File: config.mk
export PLATFORM = sky130hd
export DESIGN_NAME = fetch_redirect_unit
export DESIGN_NICKNAME = d
export VERILOG_FILES = /design/src/rtl/fetch_redirect_unit_pkg.sv /design/src/rtl/fetch_redirect_unit_fetch_fifo.sv /design/src/rtl/fetch_redirect_unit.sv
export SDC_FILE = /design/constraint.sdc
export NUM_CORES = 1
export LEC_CHECK = 0
export ABC_CLOCK_PERIOD_IN_PS = 4300
export CAP_MARGIN = 20
export CELL_PAD_IN_SITES_DETAIL_PLACEMENT = 2
export CELL_PAD_IN_SITES_GLOBAL_PLACEMENT = 2
export CORE_MARGIN = 4
export CORE_UTILIZATION = 39
export CTS_CLUSTER_DIAMETER = 120
export DETAILED_ROUTE_END_ITERATION = 6
export GPL_TIMING_DRIVEN = 1
export PLACE_DENSITY_LB_ADDON = 0.2
export SLEW_MARGIN = 40
export SYNTH_ARGS = -nofsm -noshare
export SYNTH_HDL_FRONTEND = slang
export SYNTH_SLANG_ARGS = --single-unit
export TNS_END_PERCENT = 20
File: constraint.sdc
create_clock -name clk_i -period 4.3 [get_ports clk_i]
set_clock_uncertainty 0.05 [all_clocks]
set_input_delay 0.86 -clock clk_i [delete_from_list [all_inputs] [get_ports clk_i]]
set_output_delay 0.86 -clock clk_i [all_outputs]
set_load 0.005 [all_outputs]
File: src/rtl/fetch_redirect_unit_pkg.sv
// Shared types for the fetch front end: word width, Thumb halfword width and
// the entry format buffered between instruction memory and decode.
package fetch_redirect_unit_pkg;

    localparam int WORD           = 32;
    localparam int THUMB_INST_W   = 16;
    localparam int PC_READ_OFFSET = 4;

    typedef enum logic {
        NO_BRANCH   = 1'b0,
        TAKE_BRANCH = 1'b1
    } take_branch_ctrl_sig;

    typedef enum logic {
        NO_FLUSH       = 1'b0,
        FLUSH_PIPELINE = 1'b1
    } flush_pipeline_sig;

    typedef struct packed {
        logic [THUMB_INST_W-1:0] instr;
        logic [WORD-1:0]         pc;
    } fetch_entry;

endpackage

File: src/rtl/fetch_redirect_unit_fetch_fifo.sv
// In-order instruction buffer between imem responses and decode.
// A single-cycle clear wins over a simultaneous push.
module fetch_fifo
    import fetch_redirect_unit_pkg::*;
#(
    parameter int DEPTH = 4
) (
    input  logic                       clk,
    input  logic                       reset,
    input  logic                       clear,
    input  logic                       push,
    input  logic                       pop,
    input  fetch_entry                 din,
    output fetch_entry                 dout,
    output logic                       empty,
    output logic [$clog2(DEPTH+1)-1:0] count
);
    localparam int AW = $clog2(DEPTH);
    localparam int CW = $clog2(DEPTH+1);

    fetch_entry    mem [DEPTH];
    logic [AW-1:0] rd_ptr;
    logic [AW-1:0] wr_ptr;
    logic          do_push;
    logic          do_pop;

    assign do_pop  = pop && (count != '0);
    assign do_push = push && ((count != CW'(DEPTH)) || do_pop);

    always_ff @(posedge clk) begin
        if (reset || clear) begin
            rd_ptr <= '0;
            wr_ptr <= '0;
            count  <= '0;
        end else begin
            if (do_push) wr_ptr <= wr_ptr + 1'b1;
            if (do_pop)  rd_ptr <= rd_ptr + 1'b1;
            count <= count + CW'(do_push) - CW'(do_pop);
        end
    end

    // Storage needs no reset: pointers and count define which slots are live.
    always_ff @(posedge clk) begin
        if (do_push && !clear && !reset) mem[wr_ptr] <= din;
    end

    assign dout  = mem[rd_ptr];
    assign empty = (count == '0);

endmodule

File: src/rtl/fetch_redirect_unit.sv
// Fetch front end: owns the fetch PC, issues halfword requests with credit
// flow control, buffers responses for decode and redirects on taken branches.
module fetch_redirect_unit
    import fetch_redirect_unit_pkg::*;
#(
    parameter int              FIFO_DEPTH      = 4,
    parameter int              MAX_OUTSTANDING = 2,
    parameter logic [WORD-1:0] RESET_VECTOR    = 32'h0000_0000
) (
    input  logic                    clk_i,
    input  logic                    reset_i,
    input  take_branch_ctrl_sig     take_branch_i,
    input  flush_pipeline_sig       flush_pipeline_i,
    input  logic [WORD-1:0]         branch_target_i,
    output logic                    imem_req_o,
    output logic [WORD-1:0]         imem_addr_o,
    input  logic                    imem_ready_i,
    input  logic                    imem_resp_valid_i,
    input  logic [THUMB_INST_W-1:0] imem_resp_data_i,
    input  logic                    decode_ready_i,
    output logic                    is_valid_o,
    output logic [THUMB_INST_W-1:0] instruction_o,
    output logic [WORD-1:0]         program_counter_o
);
    localparam int OW = $clog2(MAX_OUTSTANDING+1);
    localparam int CW = $clog2(FIFO_DEPTH+1);

    logic [WORD-1:0] fetch_pc;
    logic [WORD-1:0] resp_pc;
    logic [WORD-1:0] target_aligned;
    logic [OW-1:0]   outstanding;
    logic [OW-1:0]   drop_count;
    logic [CW-1:0]   fifo_count;
    logic            fifo_empty;
    logic            redirect;
    logic            credit_ok;
    logic            resp_live;
    logic            accept;
    logic            push;
    logic            pop;
    fetch_entry      push_entry;
    fetch_entry      head_entry;

    assign redirect       = (take_branch_i == TAKE_BRANCH);
    assign target_aligned = {branch_target_i[WORD-1:1], 1'b0};

    // Every issued request must already own a buffer slot for its response.
    assign credit_ok  = (int'(outstanding) < MAX_OUTSTANDING) &&
                        ((int'(outstanding) + int'(fifo_count)) < FIFO_DEPTH);
    assign imem_req_o = !reset_i && !redirect && credit_ok;
    assign imem_addr_o = fetch_pc;
    assign accept     = imem_req_o && imem_ready_i;

    assign resp_live  = imem_resp_valid_i && (outstanding != '0);
    assign push       = resp_live && (drop_count == '0) && !redirect;

    assign is_valid_o = !reset_i && !fifo_empty && !redirect &&
                        (flush_pipeline_i != FLUSH_PIPELINE);
    assign pop        = is_valid_o && decode_ready_i;

    assign push_entry.instr = imem_resp_data_i;
    assign push_entry.pc    = resp_pc + WORD'(PC_READ_OFFSET);

    always_ff @(posedge clk_i) begin
        if (reset_i) begin
            fetch_pc    <= RESET_VECTOR;
            resp_pc     <= RESET_VECTOR;
            outstanding <= '0;
            drop_count  <= '0;
        end else begin
            outstanding <= outstanding + OW'(accept) - OW'(resp_live);
            if (redirect) begin
                // Whatever is still in flight after this cycle belongs to the old path.
                fetch_pc   <= target_aligned;
                resp_pc    <= target_aligned;
                drop_count <= outstanding - OW'(resp_live);
            end else begin
                if (accept) fetch_pc <= fetch_pc + WORD'(2);
                if (resp_live) begin
                    if (drop_count != '0) drop_count <= drop_count - 1'b1;
                    else                  resp_pc    <= resp_pc + WORD'(2);
                end
            end
        end
    end

    fetch_fifo #(
        .DEPTH (FIFO_DEPTH)
    ) u_fetch_fifo (
        .clk   (clk_i),
        .reset (reset_i),
        .clear (redirect),
        .push  (push),
        .pop   (pop),
        .din   (push_entry),
        .dout  (head_entry),
        .empty (fifo_empty),
        .count (fifo_count)
    );

    assign instruction_o     = head_entry.instr;
    assign program_counter_o = head_entry.pc;

    resp_without_request: assert property (
        @(posedge clk_i) disable iff (reset_i)
        !(imem_resp_valid_i && (outstanding == '0))
    );

endmodule

After elaboration in Yosys (flattened, before gate mapping)
Memory sizes are Yosys's and may differ from the RTL's. A register that Yosys moved wholly into a read port is not among the register bits.
Cells that the tools add are included.
{"block": "word_totals", "reg_bits": 75, "ram_bits": 192, "input_bits": 55, "out_inout_bits": 82, "wordCells": 72, "n_memories": 1}
{"block": "op_classes", "n_addsub": 12, "order_cmp": 2, "eq_ne": 2, "mux": 12, "n_bitwise": 2, "n_reduce_logical": 32}
{"memory": "u_fetch_fifo.mem", "depth": 4, "width": 48, "rd": 1, "rd_clocked_by_memory_dff": 1, "write_ports": 1, "line_no": "fetch_redirect_unit_fetch_fifo.sv:21", "rtl": "fetch_entry mem [DEPTH];"}
{"op": "$mux 32", "n": 5}
{"op": "$add 32x2->32 const B", "n": 2}
{"op": "$add 32x3->32 const B", "n": 1}
{"op": "$logic_and 1x1->1", "n": 15}
{"op": "$mux 2", "n": 5}
{"op": "$reduce_bool 2->1", "n": 5}
{"op": "$reduce_and 2->1", "n": 3}
{"op": "$add 2x1->2 const B", "n": 2}
{"op": "$add 2x3->4", "n": 1}
{"op": "$lt 4x3->1 const B", "n": 1}
{"op": "$sub 2x1->2", "n": 2}
{"op": "$add 3x1->3", "n": 1}
{"op": "$logic_not 1->1", "n": 3}
{"op": "$logic_not 3->1", "n": 1}
{"op": "$ne 3x3->1 const B", "n": 1}
{"op": "$reduce_bool 3->1", "n": 1}
{"op": "$sub 3x1->3", "n": 1}
{"op": "$add 2x1->2", "n": 1}
{"op": "$logic_not 2->1", "n": 1}
{"op": "$logic_or 1x1->1", "n": 2}
{"op": "$lt 2x2->1 const B", "n": 1}
{"op": "$mux 1", "n": 2}
{"op": "$ne 2x2->1 const B", "n": 1}
{"op": "$not 1->1", "n": 2}
{"op": "2 further kinds", "n": 2}

Depth between registers and ports, before layout
{"block": "depth", "depth_word": 13, "depth_mapped": 11, "ltp_nobuf": 10}

Hierarchy
A second synthesis with hierarchy kept.
{"block": "hier_totals", "hier_cells": 841, "hier_area_um2": 11676.2}
{"module": "fetch_fifo", "n_inst": 1, "cells_each": 298, "area_each_um2": 7388.3, "seq_area_each_um2": 5945.7}
{"module": "fetch_redirect_unit", "n_inst": 1, "cells_each": 543, "area_each_um2": 4287.9, "seq_area_each_um2": 1321.3}

Least setup slack after synthesis
OpenSTA, ideal clock, no wires.
{"block": "synth_timing", "kind": "in2reg", "startpoint": "input port imem_resp_valid_i", "endpoint": "memory u_fetch_fifo.mem[0][10] (netlist bit), enable pin", "setup_time_ns": 0.409, "t_arrival_ns": 3.062, "t_required_ns": 3.841, "path_slack_ns": 0.779, "path_stages": 5, "n_path_buf": 0, "path_cell_list": "o21a_1 nand2_1 a311oi_1 nor2b_1 and2_1"}
{"block": "synth_between", "elab_chain_len": 8}
{"element": "start, declared", "line_no": "fetch_redirect_unit.sv:18", "rtl": "input logic imem_resp_valid_i,"}
{"element": "$logic_and 1x1->1", "line_no": "fetch_redirect_unit.sv:54", "rtl": "assign resp_live = imem_resp_valid_i && (outstanding != '0);"}
{"element": "$logic_and 1x1->1 (2 in a row)", "line_no": "fetch_redirect_unit.sv:55", "rtl": "assign push = resp_live && (drop_count == '0) && !redirect;"}
{"element": "$logic_and 1x1->1", "line_no": "fetch_redirect_unit_fetch_fifo.sv:28", "rtl": "assign do_push = push && ((count != CW'(DEPTH)) || do_pop);"}
{"element": "$logic_and 1x1->1 (2 in a row)", "line_no": "fetch_redirect_unit_fetch_fifo.sv:44", "rtl": "if (do_push && !clear && !reset) mem[wr_ptr] <= din;"}
{"element": "$mux 1", "line_no": "fetch_redirect_unit_fetch_fifo.sv:44"}
{"element": "$mux 1 (implied by the code)", "line_no": "fetch_redirect_unit_fetch_fifo.sv:44"}
{"element": "end, declared", "line_no": "fetch_redirect_unit_fetch_fifo.sv:21"}
No other way between the ends.

==> run_results.csv <==
group,metric,value,unit
floorplan,ioPinCount,137,
global_routing,grt_pass1_vias,8385,
synthesis,synth.top_cell.area_share,0.493,
final_layout,layout_common_cells,"188 x edfxtp_1, 132 x clkdlybuf4s50_1, 73 x dfxtp_1",
global_routing,grt_first_pass_wirelength,52400,µm
synthesis,ys_seq_area_frac,0.624,
clock_network,cts_hold_buffers,0,
clock_network,clockBufferDepth,3,
final_layout,final_common_cell,"edfxtp_1",
synthesis,synth_fa_ha_area_frac,0.0170,
synthesis,syn-cell-area,11500,µm²
placed_design,dp_hpwl,22100,µm
clock_network,clk_pin_slew,0.06,ns
timing,tns,0,ns
route,drt_wl_total,33700,µm
status,status,"complete, no violations",
setup_path,path_class,"register to output port",
synthesis,synthCells,843,
synthesis,postSynthAreaPerCell,13.6,µm²
floorplan,dieHeight,179,µm
timing,report.final.slew_viol_count,0,
synthesis,async_reset_ff_frac,0,
timing,rsz0062_at_grt,"no",
global_routing,grt_usage,0.211,
setup_path,required,3.39,ns
timing,maxClockFrequency,0.283,GHz
final_layout,drive_above_1_share,0.137,
clock_network,htreeDepth,1,
clock_network,clock_latency,0.56,ns
clock_network,cts.sinks,263,
floorplan,die_x,179,µm
final_layout,final_core_util,0.496,
route,wl_per_cell,24.3,µm
clock_network,postCtsSetupBuffers,0,
power,clockPowerShare,0.443,
placed_design,pre_cts_slack,0.764,ns
final_layout,n_fill_cell,2773,
route,ant_nets,0,
setup_path,start_kind,"register",
clock_network,cts.repair.resized,0,
global_routing,grt_max_degree,50,
clock_network,cts-root-buf,"clkbuf_16",
clock_network,numCtsBuffers,30,
power,vdd_drop_max,0.315,mV
synthesis,yosysWarningCount,0,
placed_design,gp_congestion,0.788,
setup_path,r2r-start,"resp_pc[2]",
hold_path,hp-class,"register to register",
synthesis,synth_compound_area_frac,0.0655,
final_layout,diodes,0,
synthesis,synthSimpleGateAreaFrac,0.116,
power,p_int,4.61,mW
timing,tightest_slew,0.799,ns
route,vias_per_cell,5.55,
timing,worst_slack,0.770,ns
placed_design,io_buffers,133,
power,power.switching,1.42,mW
synthesis,yosysTopAreaCell,"edfxtp_1",
timing,finalHoldViolations,0,
route,num_vias,7670,
hold_path,hp-start,"u_fetch_fifo.rd_ptr[1]",
power,swShare,0.235,
global_routing,antenna_found_initial,0,
floorplan,start_util,0.397,
synthesis,synth_ff_type,"edfxtp_1",
route,drt_iter0_markers,478,
floorplan,die_area,32200,µm²
floorplan,row_count,62,
synthesis,synthXorXnorAreaFrac,0.0497,
setup_path,r2r_end,"u_fetch_fifo.mem[0][28]",
global_routing,grt-ovfl-total,0,
power,combPwrFrac,0.077,
setup_path,reg2reg_depth,6,
timing,period_share,0.821,
power,seqPwrFrac,0.481,
timing,finalSetupViolations,0,
synthesis,netlist_top_cells_area,"edfxtp_1 49%, dfxtp_1 13%, mux4_2 9.2%",
route,dr.pass1.iters,5,
synthesis,ys_ff_latch,263,
synthesis,synth_top_family_by_area,"simple AND/OR/NAND/NOR gates",
final_layout,nets,1045,
power,p_per_area,421,nW/µm²
power,power_leakage,4.64,nW
timing,fin_crit,3.53,ns
clock_network,cts_tree,"done",
setup_path,setup.worst_path.end,"instruction_o[0]",
floorplan,core,28900,µm²
synthesis,yosysUniqueCellTypes,57,
route,drc,0,
power,power,6.03,mW
setup_path,cp-end-kind,"output port",
setup_path,path_max_fanout,24,
timing,relSlewSlack,0.465,
synthesis,synthMuxAreaShare,0.102,
synthesis,synth_edf_count,188,
setup_path,reg2reg_slack,1.22,ns
final_layout,syn2layout_area_growth,24.9,%
run,maxCapViolCount,0,
setup_path,worstPathArrival,2.62,ns
## power by group through the flow
| stage | sequential [mW] | combinational (mW) | clock (mW) |
|---|---|---|---|
| 2_1_floorplan | 2.90 | 0.243 | 0 |
| 3_3_place_gp | 2.94 | 0.445 | 0 |
| 3_5_place_dp | 2.95 | 0.465 | 0 |
| 4_1_cts | 2.90 | 0.471 | 2.73 |
| 5_1_grt | 2.91 | 0.514 | 2.85 |
| 6_report | 2.90 | 0.463 | 2.67 |
## cells by family (layout without fill, tap and decap cells)
kind of cell	Yosys count	in the layout
AO/OA/AOI/OAI	113	113
AND/OR/NAND/NOR	257	257
flip-flops	263	263
adder cells (fa/ha/maj)	15	15
multiplexers	57	57
other	1	2
XOR/XNOR	65	65
buffers and inverters	72	227
## cell type report
class	count	area [µm²]	area share
clock buffers	34	797	0.0557
clock inverters	22	239	0.0167
inverters	21	78.8	0.00551
multi-input cells	509	4030	0.282
flip-flops and latches	263	7150	0.500
well taps	384	480	0.0336
repair buffers	150	1530	0.107
## metrics by stage
stage / hold slack (ns) / cells / cell area, µm²
4_1_cts: 0.503 / 1383 / 14300
5_1_grt: 0.543 / 1383 / 14300
6_report: 0.500 / 1383 / 14300
3_5_place_dp: 0.488 / 1327 / 13300
3_3_place_gp: 0.463 / 1327 / 13300
2_1_floorplan: 0.435 / 844 / 11500
## state kept, by name, indices dropped and copies added (netlist names), named ones only
| register | cells |
|---|---|
| outstanding | 2 |
| drop_count | 2 |
| resp_pc | 31 |
| u_fetch_fifo.count | 3 |
| u_fetch_fifo.mem | 188 |
| imem_addr_o | 31 |
| u_fetch_fifo.wr_ptr | 2 |
| u_fetch_fifo.rd_ptr | 2 |
## how the worst min path moves through the flow
stage                 endpoint  cells past startpoint  slack, ns
6_report              register                      2       0.50
3_3_place_gp   imem_addr_o[27]                      2       0.46
2_1_floorplan         register                      2       0.43
5_1_grt        imem_addr_o[26]                      2       0.54
4_1_cts        imem_addr_o[27]                      2       0.50
3_5_place_dp    imem_addr_o[6]                      2       0.49
## per-layer routing
| metal | share of wire | routed length (µm) | vias to the layer above | track usage |
|---|---|---|---|---|
| met5 | 0 | 0 | - | 0 |
| met4 | 0.020 | 684 | 0 | 0.0470 |
| met1 | 0.45 | 15100 | 3925 | 0.292 |
| li1 | - | - | 3512 | - |
| met2 | 0.48 | 16300 | 190 | 0.351 |
| met3 | 0.047 | 1580 | 43 | 0.0376 |
## synth_stat cells (all sizes together) (3+ instances only)
master / n
a211oi: 17
a21boi: 5
a21oi: 27
a311oi: 4
a31oi: 18
a32oi: 3
a41oi: 4
and2: 8
and3: 10
and4: 4
buf: 18
clkbuf: 33
dfxtp: 75
edfxtp: 188
ha: 14
inv: 21
mux2: 6
mux2i: 4
mux4: 47
nand2: 60
nand3: 23
nand3b: 3
nand4: 33
nor2: 58
nor2b: 4
nor3: 14
nor3b: 3
nor4: 15
nor4b: 3
o211ai: 4
o21ai: 15
o31a: 3
or2: 3
or3: 13
xnor2: 33
xor2: 32
## worst max-delay path, cell delays in order (launching register included)
cell	delay [ns]
dfxtp_4	0.67
buf_12	0.30
mux4_2	0.57
clkdlybuf4s50_1	0.48
Power figures use the tool's default switching activity.
